[config.mk]
export PLATFORM = sky130hd
export DESIGN_NAME = serial_subtractor
export DESIGN_NICKNAME = d
export VERILOG_FILES = /design/src/rtl/serial_subtractor.sv
export SDC_FILE = /design/constraint.sdc
export NUM_CORES = 1
export LEC_CHECK = 0
export ABC_AREA = 1
export CAP_MARGIN = 20
export CORE_MARGIN = 4
export CORE_UTILIZATION = 45
export CTS_CLUSTER_DIAMETER = 50
export DETAILED_ROUTE_END_ITERATION = 7
export DONT_BUFFER_PORTS = 1
export PLACE_DENSITY = 0.62
export RECOVER_POWER = 25
export SLEW_MARGIN = 20
export SYNTH_ARGS = -nofsm -noshare
export SYNTH_HDL_FRONTEND = slang
export SYNTH_SLANG_ARGS = --single-unit
[constraint.sdc]
create_clock -name clk -period 1.45 [get_ports clk]
set_input_delay 0.29 -clock clk [delete_from_list [all_inputs] [get_ports clk]]
set_output_delay 0.29 -clock clk [all_outputs]
set_load 0.1 [all_outputs]
[src/rtl/serial_subtractor.sv]
// Bit-serial subtractor: diff = a - b, one bit per clock LSB first through a
// full-subtractor cell with a registered borrow. Define SERIAL_SUB_OVF_EN for the ovf flag.
module serial_subtractor #(
    parameter int WIDTH = 8
) (
    input  logic             clk,
    input  logic             rst,
    input  logic             start,
    input  logic [WIDTH-1:0] a,
    input  logic [WIDTH-1:0] b,
    output logic             busy,
    output logic             done,
    output logic [WIDTH-1:0] diff,
    output logic             borrow_out
`ifdef SERIAL_SUB_OVF_EN
    ,
    output logic             ovf
`endif
);

    localparam int CW = (WIDTH > 2) ? $clog2(WIDTH) : 1;

    typedef enum logic [1:0] {
        S_IDLE,
        S_RUN,
        S_DONE
    } state_t;

    state_t           state_q;
    logic [WIDTH-1:0] a_q;
    logic [WIDTH-1:0] b_q;
    logic [WIDTH-1:0] sr_q;
    logic [WIDTH-1:0] sr_d;
    logic [WIDTH-1:0] diff_q;
    logic [CW-1:0]    cnt_q;
    logic             brw_q;
    logic             brw_d;
    logic             bit_d;
    logic             busy_q;
    logic             done_q;
    logic             borrow_q;
    logic             last_bit;

    // One full-subtractor cell shared across all bit positions.
    always_comb begin
        bit_d    = a_q[0] ^ b_q[0] ^ brw_q;
        brw_d    = (~a_q[0] & b_q[0]) | (~(a_q[0] ^ b_q[0]) & brw_q);
        sr_d     = {bit_d, sr_q[WIDTH-1:1]};
        last_bit = (cnt_q == CW'(WIDTH - 1));
    end

`ifdef SERIAL_SUB_OVF_EN
    logic a_msb_q;
    logic b_msb_q;
    logic ovf_q;

    always_ff @(posedge clk) begin
        if (rst) begin
            a_msb_q <= 1'b0;
            b_msb_q <= 1'b0;
            ovf_q   <= 1'b0;
        end else if (state_q == S_IDLE && start) begin
            a_msb_q <= a[WIDTH-1];
            b_msb_q <= b[WIDTH-1];
        end else if (state_q == S_RUN && last_bit) begin
            ovf_q <= (a_msb_q != b_msb_q) & (bit_d != a_msb_q);
        end
    end

    assign ovf = ovf_q;
`endif

    always_ff @(posedge clk) begin
        if (rst) begin
            state_q  <= S_IDLE;
            a_q      <= '0;
            b_q      <= '0;
            sr_q     <= '0;
            diff_q   <= '0;
            cnt_q    <= '0;
            brw_q    <= 1'b0;
            busy_q   <= 1'b0;
            done_q   <= 1'b0;
            borrow_q <= 1'b0;
        end else begin
            case (state_q)
                S_IDLE: begin
                    done_q <= 1'b0;
                    if (start) begin
                        a_q     <= a;
                        b_q     <= b;
                        brw_q   <= 1'b0;
                        cnt_q   <= '0;
                        busy_q  <= 1'b1;
                        state_q <= S_RUN;
                    end
                end
                S_RUN: begin
                    a_q   <= a_q >> 1;
                    b_q   <= b_q >> 1;
                    brw_q <= brw_d;
                    sr_q  <= sr_d;
                    cnt_q <= cnt_q + CW'(1);
                    // diff/borrow_out are published only once all bits are in.
                    if (last_bit) begin
                        diff_q   <= sr_d;
                        borrow_q <= brw_d;
                        busy_q   <= 1'b0;
                        done_q   <= 1'b1;
                        state_q  <= S_DONE;
                    end
                end
                S_DONE: begin
                    done_q  <= 1'b0;
                    state_q <= S_IDLE;
                end
                default: begin
                    busy_q  <= 1'b0;
                    done_q  <= 1'b0;
                    state_q <= S_IDLE;
                end
            endcase
        end
    end

    assign busy       = busy_q;
    assign done       = done_q;
    assign diff       = diff_q;
    assign borrow_out = borrow_q;

endmodule
### Word level (Yosys, flattened, before mapping)

Cells that the tools add are included.

* logic and storage cells: 46
* output and inout bits: 11
* register bits: 41
* input port bits: 19

* equal/unequal tests: 5
* reduce and logical (&&, ||, !) cells: 7
* muxes and demuxes: 14
* $add $sub $neg: 1
* bitwise operators: 9

Operators with widths (count)
* case mux 8 bit (2 select lines): 2
* 2-to-1 mux 8 bit: 2
* case mux 3 bit (2 select lines): 1
* AND reduction 2 bit: 3
* 2-to-1 mux 2 bit: 2
* != test 2 bit, second input constant: 2
* NOT 1 bit: 4
* case mux 2 bit (2 select lines): 1
* adder 3 x 1 -> 3 bit, second input constant: 1
* equality test 3 bit, second input constant: 1
* 2-to-1 mux 1 bit: 3
* 2-to-1 mux 3 bit: 1
* case mux 1 bit (3 select lines): 1
* AND reduction 3 bit: 1
* bitwise AND 1 bit: 2
* equality test 2 x 1 -> 1 bit, second input constant: 1
* equality test 2 bit, second input constant: 1
* zero test 2 bit: 1
* case mux 1 bit (2 select lines): 1
* nonzero test 2 bit: 1
* OR reduction 2 bit: 1
* XOR 1 bit: 2
* bitwise OR 1 bit: 1

### Depth between registers and ports, before layout

* depth in word-level cells: 5
* depth in mapped cells: 7
* gate-level depth less buffers: 6

### Worst setup path after synthesis

Ideal clock, no wire load.

* kind: register to register
* from: reg borrow_out (netlist name)
* to: reg borrow_q, in the netlist borrow_out
* slack: 217 ps
* data arrival time: 1163 ps
* setup time: 70 ps
* period minus slack after synthesis: 1233 ps
* data required time: 1380 ps
* stages on the path, launching flop included: 3
* buffers on the path: 0
* cells stage by stage: dfxtp_1 > nand2_1 > a21oi_1

RTL lines
* to (signal assigned): RTL line 107 `borrow_q <= brw_d;`
* to (decl): RTL line 41 `logic borrow_q;`

### Worst setup path in the final report

* from: reg done_q, in the netlist done
* to: out done

RTL lines
* from (decl): RTL line 40 `logic done_q;`
* from (signal assigned): RTL line 83 `done_q <= 1'b0;`
* from (signal assigned): RTL line 88 `done_q <= 1'b0;`
* from (signal assigned): RTL line 109 `done_q <= 1'b1;`
* to (decl): RTL line 12 `output logic done,`

No word-level cell between the ends.

==> flow_summary.ini <==
[critical_path]
capture_point_of_the_worst_reg_to_reg_path = state_q[0]$_SDFFE_PP0P_
sort_of_element_at_the_end_of_the_critical_path = primary output
setup.reg_to_reg.worst_slack_ns = 0.16
timing.critical_path.arrival_ns = 1.03
critical_path_class = reg -> out
worst_setup_path_start_kind = flop
cp_cell_sequence = buf_2
reg2regPathDepth = 5
worst_path_max_delay_cell = buf_2
reg_to_reg_critical_path_startpoint = cnt_q[0]$_SDFFE_PP0P_
max_stage_delay_ns = 0.42
cp_max_fanout = 2
timing.critical_path.buf_inv = 1
critPathRequiredTime_ns = 1.16
path_delay_family = buffers and inverters

[cells_and_area]
flow.area_growth_from_synthesis_pct = 14.3
finalInstanceArea_sq_um = 2060
finalNetCount = 293
antenna-diode-count = 0
share_of_cells_above_drive_strength_1 = 0.132

[global_routing]
first_global_vias = 1494
pin_count_of_the_biggest_net_entering_global_routing = 21
sum_of_overflow_across_all_layers_after_global_routing = 0
antenna_violations_before_repair = 0
grt_use_total = 0.159
grt_first_pass_wirelength_mm = 6.50

[sta]
tns_ns = 0
min_period_over_period = 0.910
period_needed_ns = 1.32
setup_violations = 0
tightestPinTransition_ns = 0.505
relative_max_transition_margin = 0.663
max_freq_ghz = 0.758
timing.final.max_slew_violations = 0
finalHoldViolCount = 0
finClkSkew_ns = 0.00685
rsz_0062_raised_after_global_routing = no

[placement]
portBuffers = 0
placed_instance_area_sq_um = 1980
dp_hpwl_mm = 2.58
gp_congestion = 0.755

[clock_network]
cts_tree = done
post_cts_resized = 0
clock_path_buffers = 2
cts_hold_buf = 0
clk_pin_slew_worst_paths_ns = 0.08
cts_sinks = 40
clock_tree.root_cell = clkbuf_8
cts_h_tree_depth = 2
cts_made_buffers = 5
postCtsSetupBuffers = 0
source_to_sink_clock_delay_at_the_later_pin_of_the_worst_skew_pair_ns = 0.30

[drt]
drtAntennaViolNets = 0
detailedRoute.firstIterationViolations = 133
drt_drc_violations_left = 0
drt-vias-per-instance = 4.87
post_drt_wl_per_cell_um = 11.4
vias = 1559
drt_first_pass_iters = 4
drt-total-wl_mm = 3.64

[min_path]
timing.hold.worst.class = in -> reg
hp-start = rst
timing.hold.worst_endpoint = diff[2]$_SDFFE_PP0P_
hold_depth = 1

[run_status]
outcome = complete, no violations

[floorplanning]
design.portCount = 30
floorplan.core_area_sq_um = 3770
placementRows = 22
floorplan.die.height_um = 71.3
start_util = 0.479
fp.dieArea_sq_um = 5090
floorplan.die.width_um = 71.3

[logic_synthesis]
post_synth_instance_area_sq_um = 1810
synthCells = 256
synth_sequential_area_ratio = 0.444
netlist-cell-type-count = 20
syn_avg_cell_area_sq_um = 7.05
yosys_warnings = 0
mappedNetlistNets = 278
synth_seq_cells = 40

[pwr]
p_leak_nw = 0.965
power_density_over_the_cells_nw_per_um2 = 1110
peak_supply_drop_v = 0.000563

[run]
drv.max_cap_violation_count = 0
==> registers in the layout (all words and copies together) (netlist names), 2 cells and up <==
register,flops
b_q,8
cnt_q,3
diff,8
a_q,8
state_q,2
sr_q,7
==> placed cells by master, fill, tap and decap left out <==
cell and n:
a21oi_1 14, buf_12 2, buf_2 3, buf_4 19, clkbuf_8 6, clkinvlp_4 2, dfxtp_1 40, fa_1 1
ha_1 2, inv_1 34, inv_4 1, nand2_1 44, nand2_2 2, nand3_1 42, nand3b_1 1, nor2_1 32
nor2_4 1, nor3_1 14, o21ai_0 11, o22ai_1 1
==> metrics by stage <==
stage	power, W	setup slack, ns	cells	hold WS (ns)	utilization
after floorplan	0.00145	0.217	256	0.359	-
after global placement	0.00151	0.185	312	0.361	0.524
after detailed placement	0.00151	0.172	312	0.363	0.524
after CTS	0.00230	0.151	320	0.0334	0.550
after global routing	0.00240	0.0288	320	0.0228	0.547
final	0.00228	0.131	320	0.0434	0.547
==> cells by family (layout without fill, tap and decap cells) <==
| family | Yosys count | count (layout) | synth area share |
|---|---|---|---|
| AND/OR/NAND/NOR | 136 | 136 | 0.332 |
| AO/OA/AOI/OAI | 26 | 26 | 0.0728 |
| flip-flops | 40 | 40 | 0.444 |
| buffers and inverters | 51 | 67 | 0.127 |
| adder cells (fa/ha/maj) | 3 | 3 | 0.0249 |
==> power by group <==
group          internal [W]  switching (W)
Sequential          0.00116      0.0000276
Clock              0.000385       0.000412
Combinational      0.000114       0.000182
==> worst max path at each step <==
| stage | from | end | cells past startpoint |
|---|---|---|---|
| 3_3_place_gp | cnt_q[0]$_SDFFE_PP0P_ | diff[0]$_SDFFE_PP0P_ | 5 |
| 6_report | done$_SDFFE_PP0P_ | done | 1 |
| 5_1_grt | state_q[1]$_SDFFE_PP0P_ | a_q[0]$_SDFFE_PP0P_ | 5 |
| 4_1_cts | cnt_q[0]$_SDFFE_PP0P_ | state_q[0]$_SDFFE_PP0P_ | 5 |
| 2_1_floorplan | borrow_out$_SDFFE_PP0P_ | borrow_out$_SDFFE_PP0P_ | 2 |
| 3_5_place_dp | cnt_q[0]$_SDFFE_PP0P_ | state_q[0]$_SDFFE_PP0P_ | 5 |
==> synthesized netlist by cell type, drive strengths merged <==
master	instances	area share
nand2	46	0.10
buf	14	0.049
nand3	42	0.12
inv	35	0.074
o21ai	11	0.030
nor3	14	0.039
o22ai	1	0.0035
a21oi	14	0.039
fa	1	0.011
clkbuf	2	0.0042
nor2	33	0.073
nand3b	1	0.0042
dfxtp	40	0.44
ha	2	0.014
==> cell type report <==
type / instances / area, sq um
Fill cell: 380 / 1710
Sequential cell: 40 / 801
Multi-Input combinational cell: 165 / 773
Tap cell: 48 / 60.1
Clock buffer: 6 / 82.6
Inverter: 35 / 134
Timing Repair Buffer: 24 / 198
Clock inverter: 2 / 15.0
==> routing by layer <==
metal  vias to the layer above  track usage  part of all wire
li1                        839            -                 -
met4                         0       0.0626             0.018
met5                         -            0                 0
met1                       682        0.202              0.51
met3                         7       0.0631             0.062
met2                        31        0.243              0.41
No activity file was read; power rests on OpenSTA's default activity.
